$ cat src/rtl/ov5640_pkg.sv
// Shared types and constants for the OV5640 SCCB write master.
package ov5640_pkg;

    typedef enum logic [2:0] {
        IDLE,
        START,
        BYTE,
        ACK,
        STOP,
        DONE
    } sccb_state_t;

    typedef logic [1:0] quarter_t;

    localparam quarter_t QTR_0 = 2'd0;
    localparam quarter_t QTR_1 = 2'd1;
    localparam quarter_t QTR_2 = 2'd2;
    localparam quarter_t QTR_3 = 2'd3;

    localparam logic [7:0] DEFAULT_DEVICE_ID = 8'h78;

    localparam logic [1:0] BYTE_DEV     = 2'd0;
    localparam logic [1:0] BYTE_ADDR_HI = 2'd1;
    localparam logic [1:0] BYTE_ADDR_LO = 2'd2;
    localparam logic [1:0] BYTE_VAL     = 2'd3;

    // Byte on the wire for a given index of the 4-byte register write.
    function automatic logic [7:0] sccb_byte(input logic [7:0]  dev_id,
                                             input logic [23:0] data,
                                             input logic [1:0]  idx);
        logic [7:0] b;
        case (idx)
            BYTE_DEV:     b = dev_id;
            BYTE_ADDR_HI: b = data[23:16];
            BYTE_ADDR_LO: b = data[15:8];
            default:      b = data[7:0];
        endcase
        return b;
    endfunction

endpackage

$ cat src/rtl/ov5640_sccb_ctrl_tick_gen.sv
// Quarter-SCL-period tick generator; count and quarter index clear while en=0.
module sccb_tick_gen
    import ov5640_pkg::*;
#(
    parameter int unsigned SYS_CLK_FREQ = 50_000_000,
    parameter int unsigned SCL_FREQ     = 250_000
) (
    input  logic     sys_clk,
    input  logic     sys_rst,
    input  logic     en,
    output logic     tick,
    output quarter_t quarter,
    output logic     q_first
);

    localparam int unsigned Q     = (SYS_CLK_FREQ / (4 * SCL_FREQ) > 0) ?
                                    SYS_CLK_FREQ / (4 * SCL_FREQ) : 1;
    localparam int unsigned CNT_W = (Q > 1) ? $clog2(Q) : 1;
    localparam logic [CNT_W-1:0] LAST = CNT_W'(Q - 1);

    logic [CNT_W-1:0] cnt;

    always_ff @(posedge sys_clk or posedge sys_rst) begin
        if (sys_rst) begin
            cnt     <= '0;
            quarter <= QTR_0;
        end else if (!en) begin
            cnt     <= '0;
            quarter <= QTR_0;
        end else if (cnt == LAST) begin
            cnt     <= '0;
            quarter <= quarter + 2'd1;
        end else begin
            cnt <= cnt + 1'b1;
        end
    end

    assign tick    = en && (cnt == LAST);
    assign q_first = en && (cnt == '0);

endmodule

$ cat src/rtl/ov5640_sccb_ctrl.sv
// SCCB write master: one 3-phase OV5640 register write per cfg_start.
// Optional macro SCCB_ACK_CHECK_EN enables NACK detection, ack_err and retries.
module ov5640_sccb_ctrl
    import ov5640_pkg::*;
#(
    parameter int unsigned SYS_CLK_FREQ = 50_000_000,
    parameter int unsigned SCL_FREQ     = 250_000,
    parameter logic [7:0]  DEVICE_ID    = DEFAULT_DEVICE_ID,
    parameter int unsigned MAX_RETRY    = 3
) (
    input  logic        sys_clk,
    input  logic        sys_rst,
    input  logic        cfg_start,
    input  logic [23:0] cfg_data,
    output logic        cfg_end,
    output logic        busy,
    output logic        scl,
    output logic        sda_o,
    output logic        sda_oe,
    input  logic        sda_i,
    output logic        ack_err
);

    sccb_state_t state, state_nxt;
    logic [23:0] data_q, data_nxt;
    logic [1:0]  byte_idx, byte_nxt;
    logic [2:0]  bit_idx, bit_nxt;

    logic        tick, q_first, last_q, cur_bit;
    quarter_t    quarter;
    logic [7:0]  cur_byte;
    logic        unused_ok;

`ifdef SCCB_ACK_CHECK_EN
    localparam int unsigned RETRY_W = (MAX_RETRY > 0) ? $clog2(MAX_RETRY + 1) : 1;

    logic               nack_q, nack_nxt;
    logic               ack_err_q, err_nxt;
    logic [RETRY_W-1:0] retry_cnt, retry_nxt;
`endif

    sccb_tick_gen #(
        .SYS_CLK_FREQ (SYS_CLK_FREQ),
        .SCL_FREQ     (SCL_FREQ)
    ) u_tick (
        .sys_clk (sys_clk),
        .sys_rst (sys_rst),
        .en      (busy),
        .tick    (tick),
        .quarter (quarter),
        .q_first (q_first)
    );

    assign last_q   = tick && (quarter == QTR_3);
    assign cur_byte = sccb_byte(DEVICE_ID, data_q, byte_idx);
    assign cur_bit  = cur_byte[bit_idx];

    assign busy    = (state == START) || (state == BYTE) ||
                     (state == ACK)   || (state == STOP);
    assign cfg_end = (state == DONE);
    assign sda_o   = 1'b0;
    assign unused_ok = sda_i ^ (MAX_RETRY == 0);

    always_ff @(posedge sys_clk or posedge sys_rst) begin
        if (sys_rst) begin
            state     <= IDLE;
            data_q    <= '0;
            byte_idx  <= BYTE_DEV;
            bit_idx   <= '0;
`ifdef SCCB_ACK_CHECK_EN
            nack_q    <= 1'b0;
            ack_err_q <= 1'b0;
            retry_cnt <= '0;
`endif
        end else begin
            state     <= state_nxt;
            data_q    <= data_nxt;
            byte_idx  <= byte_nxt;
            bit_idx   <= bit_nxt;
`ifdef SCCB_ACK_CHECK_EN
            nack_q    <= nack_nxt;
            ack_err_q <= err_nxt;
            retry_cnt <= retry_nxt;
`endif
        end
    end

    always_comb begin
        state_nxt = state;
        data_nxt  = data_q;
        byte_nxt  = byte_idx;
        bit_nxt   = bit_idx;
`ifdef SCCB_ACK_CHECK_EN
        nack_nxt  = nack_q;
        err_nxt   = ack_err_q;
        retry_nxt = retry_cnt;
`endif
        case (state)
            IDLE: begin
                if (cfg_start) begin
                    state_nxt = START;
                    data_nxt  = cfg_data;
`ifdef SCCB_ACK_CHECK_EN
                    nack_nxt  = 1'b0;
                    err_nxt   = 1'b0;
                    retry_nxt = '0;
`endif
                end
            end
            START: begin
                if (last_q) begin
                    state_nxt = BYTE;
                    byte_nxt  = BYTE_DEV;
                    bit_nxt   = 3'd7;
`ifdef SCCB_ACK_CHECK_EN
                    nack_nxt  = 1'b0;
`endif
                end
            end
            BYTE: begin
                if (last_q) begin
                    if (bit_idx == 3'd0) state_nxt = ACK;
                    else                 bit_nxt   = bit_idx - 3'd1;
                end
            end
            ACK: begin
`ifdef SCCB_ACK_CHECK_EN
                if (q_first && (quarter == QTR_3) && sda_i) begin
                    nack_nxt = 1'b1;
                    err_nxt  = 1'b1;
                end
                if (last_q) begin
                    if ((byte_idx == BYTE_VAL) || nack_nxt) begin
                        state_nxt = STOP;
                    end else begin
                        state_nxt = BYTE;
                        byte_nxt  = byte_idx + 2'd1;
                        bit_nxt   = 3'd7;
                    end
                end
`else
                if (last_q) begin
                    if (byte_idx == BYTE_VAL) begin
                        state_nxt = STOP;
                    end else begin
                        state_nxt = BYTE;
                        byte_nxt  = byte_idx + 2'd1;
                        bit_nxt   = 3'd7;
                    end
                end
`endif
            end
            STOP: begin
                if (last_q) begin
`ifdef SCCB_ACK_CHECK_EN
                    // NACKed attempts restart from START with the latched data; no cfg_end.
                    if (nack_q && (retry_cnt < RETRY_W'(MAX_RETRY))) begin
                        state_nxt = START;
                        retry_nxt = retry_cnt + 1'b1;
                    end else begin
                        state_nxt = DONE;
                    end
`else
                    state_nxt = DONE;
`endif
                end
            end
            DONE:    state_nxt = IDLE;
            default: state_nxt = IDLE;
        endcase
    end

    always_comb begin
        scl    = 1'b1;
        sda_oe = 1'b0;
        case (state)
            START: begin
                scl    = (quarter != QTR_3);
                sda_oe = quarter[1];
            end
            BYTE: begin
                scl    = quarter[1];
                sda_oe = ~cur_bit;
            end
            ACK: begin
                scl    = quarter[1];
            end
            STOP: begin
                scl    = (quarter != QTR_0);
                sda_oe = (quarter != QTR_3);
            end
            default: ;
        endcase
    end

`ifdef SCCB_ACK_CHECK_EN
    assign ack_err = ack_err_q;
`else
    assign ack_err = 1'b0;
`endif

endmodule

$ cat config.mk
export PLATFORM = sky130hd
export DESIGN_NAME = ov5640_sccb_ctrl
export DESIGN_NICKNAME = d
export VERILOG_FILES = /design/src/rtl/ov5640_pkg.sv /design/src/rtl/ov5640_sccb_ctrl_tick_gen.sv /design/src/rtl/ov5640_sccb_ctrl.sv
export SDC_FILE = /design/constraint.sdc
export NUM_CORES = 1
export LEC_CHECK = 0
export CAP_MARGIN = 25
export CELL_PAD_IN_SITES_DETAIL_PLACEMENT = 1
export CELL_PAD_IN_SITES_GLOBAL_PLACEMENT = 1
export CORE_MARGIN = 4
export CORE_UTILIZATION = 45
export CTS_BUF_LIST = sky130_fd_sc_hd__clkbuf_2 sky130_fd_sc_hd__clkbuf_4 sky130_fd_sc_hd__clkbuf_8
export DETAILED_ROUTE_END_ITERATION = 16
export DONT_BUFFER_PORTS = 1
export PLACE_DENSITY = 0.8
export SLEW_MARGIN = 40
export SYNTH_ARGS = -nofsm -noshare
export SYNTH_HDL_FRONTEND = slang
export SYNTH_SLANG_ARGS = --single-unit
$ cat constraint.sdc
create_clock -name sys_clk -period 7 [get_ports sys_clk]
set_clock_uncertainty 0.05 [all_clocks]
set_input_delay 1.4 -clock sys_clk [delete_from_list [all_inputs] [get_ports sys_clk]]
set_output_delay 1.4 -clock sys_clk [all_outputs]
set_load 0.01 [all_outputs]
**Word level (Yosys, flattened, before mapping)**

Index checks and enable logic that the tools add are counted.

- Output and inout bits: 6
- Bits of input ports: 28
- Logic and storage cells: 75
- Bits in registers: 40

- Bitwise operators: 1
- $lt $le $gt $ge: 1
- Multiplexer cells: 27
- Add/sub/neg operators: 4
- Reduce and logical (&&, ||, !) cells: 16
- Equality and inequality tests: 20

Operator list:

| operator | number |
|---|---|
| 3-bit 2-to-1 mux | 12 |
| 8-bit case mux with 3 select lines | 1 |
| 2-bit != test (second input constant) | 9 |
| 3-bit case mux with 5 select lines | 1 |
| 6-bit 2-to-1 mux | 2 |
| 6-bit AND reduction | 2 |
| 2-bit 2-to-1 mux | 5 |
| 3-bit case mux with 3 select lines | 1 |
| 6-bit by 1-bit adder with 6-bit output (second input constant) | 1 |
| 2-bit equality test (second input constant) | 3 |
| 3-bit by 2-bit equality test with 1-bit output (second input constant) | 2 |
| 3-bit equality test (second input constant) | 2 |
| 6-bit equality test (second input constant) | 1 |
| 3-bit logical NOT | 2 |
| 1-bit case mux with 3 select lines | 2 |
| 2-bit by 1-bit adder with 2-bit output (second input constant) | 2 |
| 3-bit by 4-bit < comparator with 1-bit output (second input constant) | 1 |
| 2-bit case mux with 2 select lines | 1 |
| 4-bit AND reduction | 1 |
| 2-bit nonzero test | 2 |
| 1-bit binary-select mux with 3-bit select | 1 |
| 3-bit by 1-bit equality test with 1-bit output (second input constant) | 1 |
| 1-bit logical OR | 3 |
| 3-bit nonzero test | 1 |
| 9 further kinds | 10 |

**Longest topological paths before layout**

Gate-level depths: netlist of the first run.

- Depth in word-level cells: 8
- Mapped depth: 8
- Gate-level depth less buffers: 7

**Cells and area by module**

A second synthesis of the first run with hierarchy kept.

- Cells, all modules: 214
- Area total of the unflattened synthesis: 2,243.4 um2

Modules (own cells, without submodules):

| module | sequential area each (um2) | times used | cells an instance | area an instance (um2) |
|---|---|---|---|---|
| ov5640_sccb_ctrl | 800.8 | 1 | 170 | 1,821.7 |
| sccb_tick_gen | 200.2 | 1 | 44 | 421.7 |

**Least setup slack after synthesis of the first run**

No wires, ideal clock.

- Path kind: register to output
- Start point: register byte_idx[0]
- End point: output sda_oe
- Required time: 5.550 ns
- Cell stages (with the launch flop): 9
- Buffers on the path: 1
- Slack: 3.648 ns
- Data arrival time: 1.902 ns
- Cells stage by stage: dfrtp_1 > inv_1 > ha_1 > clkbuf_1 > a22o_1 > mux4_2 > nor2_1 > a2111oi_0 > nor3_1

- Cells in the longest elaborated chain, start to end: 6
- Elaborated cells between the ends (all ways): 8
- Classes of those cells: 2 x eq/ne; 4 x mux; 1 x bitwise; 1 x reduce/logical

RTL lines:

| item | RTL line | source |
|---|---|---|
| start, declared | ov5640_sccb_ctrl.sv:26 | `logic [1:0] byte_idx, byte_nxt;` |
| start signal, assigned | ov5640_sccb_ctrl.sv:78 | `byte_idx <= byte_nxt;` |
| 2-bit equality test (tied with other cells) | ov5640_pkg.sv:32 | `case (idx)` |
| 8-bit case mux with 3 select lines (*) | ov5640_pkg.sv:32 |  |
| 1-bit binary-select mux with 3-bit select (*) | ov5640_sccb_ctrl.sv:56 | `assign cur_bit = cur_byte[bit_idx];` |
| 1-bit 2-to-1 mux (not written as such) (*) | ov5640_sccb_ctrl.sv:56 |  |
| 1-bit NOT (*) | ov5640_sccb_ctrl.sv:183 | `sda_oe = ~cur_bit;` |
| 1-bit case mux with 3 select lines (*) | ov5640_sccb_ctrl.sv:176 | `case (state)` |
| end, declared | ov5640_sccb_ctrl.sv:19 | `output logic sda_oe,` |

Mark *: on every way between the ends. The rest lies on a longest branch, timed or not. The select of a mux whose other input is x is not followed.

**Final worst setup path of the first run**

Ends and elaborated chain as after synthesis.

==> results of run 1 <==
-- state kept, by name, summed over array words and instances (netlist names) --
signal          flops
bit_idx             3
byte_idx            2
data_q             24
state               3
u_tick.cnt          6
u_tick.quarter      2
-- worst max-delay path by stage --
stage,endpoint,slack [ps],cells after the start
final,sda_oe,3030,6
after global routing,sda_oe,2820,6
after CTS,sda_oe,3000,6
after detailed placement,sda_oe,3350,6
after global placement,sda_oe,3420,6
after floorplan,sda_oe,3650,8
-- worst max-delay path: cells and delay by family (launching register included) --
family,cells,cell delay [ps]
AO/OA/AOI/OAI,3,600
flip-flops,1,430
adder cells (fa/ha/maj),1,390
AND/OR/NAND/NOR,2,810
-- stage by stage --
stage               worst slack [ps]  instances  util (%)  cell area [sq um]
finish                          3030        244      50.4               2260
global route                    2820        244      50.4               2260
CTS                             3000        244      50.4               2260
detailed placement              3350        236      48.3               2160
global placement                3420        236      48.3               2160
floorplan                       3650        194         -               2140
-- synth_stat cells (all sizes together) --
master and instances:
o21ai 9, inv 11, a2111oi 1, xor2 3, a221oi 3, nor4 1
nand2b 3, dfrtp 40, nor2 15, conb 1, mux4 1, nor4b 1
and2 2, and3 2, nor4bb 1, mux2i 3, o311ai 1, ha 10
a22oi 4, o211ai 1, nor3b 2, or3b 1, nand3b 4, a21oi 6
nand3 4, a22o 2, buf 7, nor2b 2, nor3 2, or4b 1
or2 1, a221o 1, and3b 1, a31oi 3, xnor2 3, clkbuf 5
mux2 23, a2bb2oi 1, nand2 11
-- kinds of logic (layout without fill, tap and decap cells) --
kind of cell,after synthesis,count (layout),synth area share [%]
and+or+nand+nor,54,54,15.1
adders and majority gates,10,10,5.84
buffers and inverters,23,21,4.97
other,1,2,0.175
muxes,27,27,14.6
xor gates and xnor gates,6,6,2.46
AOI/OAI and AO/OA,32,32,10.1
DFF,40,40,46.8
-- area by class of cell --
cell class                 count  area [sq um]  area share [%]
multi-input combinational    131          1040            46.0
clock inverter                 2          15.0           0.665
sequential                    40          1000            44.3
inverter                      11          41.3            1.83
timing repair buffer           2          15.0           0.665
tap                           52          65.1            2.88
clock buffer                   6          82.6            3.66
-- layer usage --
layer	wire length (um)	part of all wire [%]
met5	0	0
met4	103	2.4
met3	193	4.5
met2	2170	51
met1	1820	42
-- where the power goes --
part / internal [mW] / switching (mW) / leakage [nW]
sequential: 0.238 / 0.00371 / 0.512
combinational: 0.00579 / 0.00705 / 0.409
clock: 0.0798 / 0.0828 / 0.0434
total: 0.324 / 0.0936 / 0.965
==> impl_metrics.json, run 1 <==
{
  "startpoint": "byte_idx[0]",
  "cts_hold_buf": 0,
  "grt_use_met3_pct": 3.98,
  "critical_path.max_stage_delay_ps": 430,
  "coreArea_sq_mm": 0.00447,
  "crit_path_start_kind": "flip-flop",
  "antenna_found_initial": 0,
  "worstHoldStart": "u_tick.cnt[0]",
  "grt_overflow": 0,
  "fin_crit_ps": 3970,
  "wirelength_um": 4290,
  "firstDrtPassIters": 4,
  "clkLatencyLatePin_ps": 300,
  "yosys_warnings": 0,
  "path_cells": "ha_1 > or2_2 > a221oi_1 > a2bb2oi_1 > a2111oi_0 > nor3_1",
  "yosysUniqueCellTypes": 44,
  "status": "finished clean",
  "hold_end": "u_tick.cnt[0]",
  "cts-root-buf": "clkbuf_8",
  "grt.total_usage_pct": 16.0,
  "synth_seq_cells": 40,
  "drc": 0,
  "met2_usage_pct": 27.1,
  "hold_viol_final": 0,
  "min_path_type": "flip-flop to flip-flop",
  "layout_commonest_cell": "dfrtp_1",
  "max_freq_ghz": 0.252,
  "grt.busiest_layer": "met2",
  "vias_per_cell": 5.77,
  "p_leak_nw": 0.965,
  "cap_viol_max_count": 0,
  "min_path_cells": 1,
  "die_h_um": 77.0,
  "cp.arrival_ps": 2520,
  "post_cts_resized": 0,
  "num_rows": 24,
  "drt_iter0_drc": 117,
  "h-tree-depth": 2,
  "yosysTopAreaCellShare_pct": 46.8,
  "min_period_over_period_pct": 56.8,
  "grt_max_degree": 41,
  "synth_cells": 193,
  "antenna_cells": 0,
  "port_buffers": 0,
  "layout-drive-gt1-share_pct": 20.8,
  "gr-usage-met1_pct": 19.3,
  "crit_slowest_cell": "dfrtp_1",
  "grt_pass1_vias": 1599,
  "yosys-top-cells-area": "dfrtp_1, mux2_2, ha_1, nor2_1, o21ai_0",
  "boundaryPins": 34,
  "numCtsBuffers": 5,
  "cts_tree": "yes",
  "n_fill_cell": 478,
  "ys_seq_area_share_pct": 46.8,
  "power.total_uw": 417,
  "maxSlewHeadroom_pct": 65.9,
  "crit_fanout": 13,
  "hold_ws_ps": 450,
  "final_antenna_net_count": 0,
  "endpoint_kind": "output port",
  "num_vias": 1409,
  "final-max-slew-violation-count": 0,
  "place_congestion": 0.808,
  "r2r_slack_ps": 4840,
  "ir_worst_vdd_uv": 131,
  "cts.sinks": 40,
  "final_cell_mix": "dfrtp_1, mux2_2, nor2_1",
  "worstMarginPinSlew_ps": 512,
  "r2r_cells": 7,
  "synth_top_area_cell": "dfrtp_1",
  "dp_hpwl_um": 3190,
  "synthesis.area_sq_mm": 0.00214,
  "fin_setup_tns_ps": 0,
  "post_drt_wl_per_cell_um": 17.6,
  "die_w_um": 77.0,
  "path_clk_slew_ps": 80,
  "start_util_pct": 47.8,
  "num-nets-final": 229,
  "powerDensity_mw_per_mm2": 185,
  "avgSynthCellArea_sq_um": 11.1,
  "r2r-start": "u_tick.cnt[1]",
  "syn2layout_area_growth_pct": 5.44,
  "setup-violations-final": 0,
  "critPathRequiredTime_ps": 5550,
  "grt_pass1_wl_um": 7580,
  "cts_setup_buffers": 0,
  "r2r-end": "bit_idx[2]",
  "path_class": "flip-flop to output port",
  "rsz0062_at_grt": "false",
  "clockBufferDepth": 2,
  "design.die.area_sq_mm": 0.00593
}
No activity file was read; power rests on OpenSTA's default activity.
==> run 2: changes to the inputs <==
Clock period 7 ns to 3.7 ns, I/O delays scaled along.
==> impl_metrics.json, run 2 (synthesis gave the netlist of run 1 again) <==
{
  "powerDensity_mw_per_mm2": 375,
  "rsz0062_at_grt": "false",
  "firstDrtPassIters": 4,
  "antenna_found_initial": 0,
  "fin_crit_ps": 3420,
  "grt.total_usage_pct": 16.2,
  "endpoint_kind": "output port",
  "dpl_cell_area_sq_mm": 0.00216,
  "worstMarginPinSlew_ps": 507,
  "regMostFlops": "data_q",
  "cp.arrival_ps": 2630,
  "drt_iter0_drc": 163,
  "cts_tree": "yes",
  "grt_pass1_vias": 1531,
  "critical_path.max_stage_delay_ps": 470,
  "final-max-slew-violation-count": 0,
  "min_path_type": "input pin to async pin",
  "final_cell_mix": "dfrtp_1, mux2_2, nor2_1",
  "num-nets-final": 229,
  "min_period_over_period_pct": 92.4,
  "grt_pass1_wl_um": 7600,
  "maxSlewHeadroom_pct": 66.0,
  "dp_hpwl_um": 3230,
  "coreArea_sq_mm": 0.00447,
  "boundaryPins": 34,
  "layout-drive-gt1-share_pct": 20.8,
  "hold_viol_final": 0,
  "cts.sinks": 40,
  "path_cells": "ha_1 > or2_2 > a221oi_1 > a2bb2oi_1 > a2111oi_0 > nor3_1",
  "antenna_cells": 0,
  "power.total_uw": 855,
  "largest_reg_flops": 24,
  "num_vias": 1387,
  "syn2layout_area_growth_pct": 6.55,
  "cts_setup_buffers": 0,
  "max_freq_ghz": 0.293,
  "reg_top3": "data_q: 24 flops, u_tick.cnt: 6 flops",
  "die_w_um": 77.0,
  "crit_slowest_cell": "nor3_1",
  "wirelength_um": 4310,
  "final_antenna_net_count": 0,
  "setup-violations-final": 0,
  "ir_worst_vdd_uv": 356,
  "clkLatencyLatePin_ps": 290,
  "layout_commonest_cell": "dfrtp_1",
  "h-tree-depth": 2,
  "status": "finished clean",
  "crit_path_start_kind": "flip-flop",
  "grt_overflow": 0,
  "post_drt_wl_per_cell_um": 17.7,
  "crit_fanout": 13,
  "r2r_cells": 7,
  "p_leak_nw": 0.982,
  "port_buffers": 0,
  "critPathRequiredTime_ps": 2910,
  "start_util_pct": 47.8,
  "grt_max_degree": 41,
  "vias_per_cell": 5.68,
  "num_rows": 24,
  "final_area_sq_mm": 0.00228,
  "place_congestion": 0.801,
  "path_class": "flip-flop to output port",
  "stdcell_count": 244,
  "r2r-end": "byte_idx[0]",
  "numCtsBuffers": 5,
  "r2r-start": "u_tick.cnt[1]",
  "n_fill_cell": 453,
  "path_clk_slew_ps": 80,
  "r2r_slack_ps": 1600,
  "cts-root-buf": "clkbuf_8",
  "placedCellCount": 236,
  "cap_viol_max_count": 0,
  "fin_setup_tns_ps": 0,
  "clockBufferDepth": 2,
  "die_h_um": 77.0,
  "cts_hold_buf": 0,
  "drc": 0,
  "design.die.area_sq_mm": 0.00593,
  "post_cts_resized": 0
}
==> run 2: cell types whose count changed in the layout (fill, tap and decap cells not counted), sizes merged <==
cell	before	now
bufinv	0	1
clkinv	0	1
clkinvlp	2	0
==> run 2: area by class of cell <==
cell class	instances	area [sq um]	share of cell area, %
clock buffers	6	82.6	3.62
clock inverters	2	38.8	1.70
inverters	11	41.3	1.81
multi-input cells	131	1040	45.5
flip-flops and latches	40	1000	43.9
well taps	52	65.1	2.85
repair buffers	2	15.0	0.658
==> run 2: worst max path at each step <==
stage | from | to | slack, ps | cells after the start
final | byte_idx[0] | sda_oe | 280 | 6
after global routing | byte_idx[0] | sda_oe | 100 | 6
after CTS | byte_idx[0] | sda_oe | 240 | 6
after detailed placement | byte_idx[0] | sda_oe | 600 | 6
after global placement | byte_idx[0] | sda_oe | 780 | 6
after floorplan | byte_idx[0] | sda_oe | 1010 | 8
==> run 2: power breakdown <==
group | internal [mW] | switching (mW)
sequential | 0.450 | 0.00743
combinational | 0.0110 | 0.0133
clock | 0.221 | 0.152
total | 0.682 | 0.173
==> run 2: worst max-delay path, delay by kind of cell (launching register included) <==
family                   cells  cell delay [ps]
AND/OR/NAND/NOR              2              860
AO/OA/AOI/OAI                3              680
flip-flops                   1              430
adder cells (fa/ha/maj)      1              370
==> run 2: per-stage QoR <==
stage	hold slack (ps)	util (%)	worst slack (ps)
2_1_floorplan	403	-	1010
3_3_place_gp	417	48.3	784
3_5_place_dp	444	48.3	595
4_1_cts	419	51.0	239
5_1_grt	450	51.0	97.3
6_report	411	51.0	282
==> run 2: metal layers <==
layer	global-route usage (%)	up-vias	routed length, um
met2	26.5	26	2180
li1	-	664	-
met1	20.3	690	1870
met4	6.05	0	79
met3	4.68	7	179
met5	0	-	0
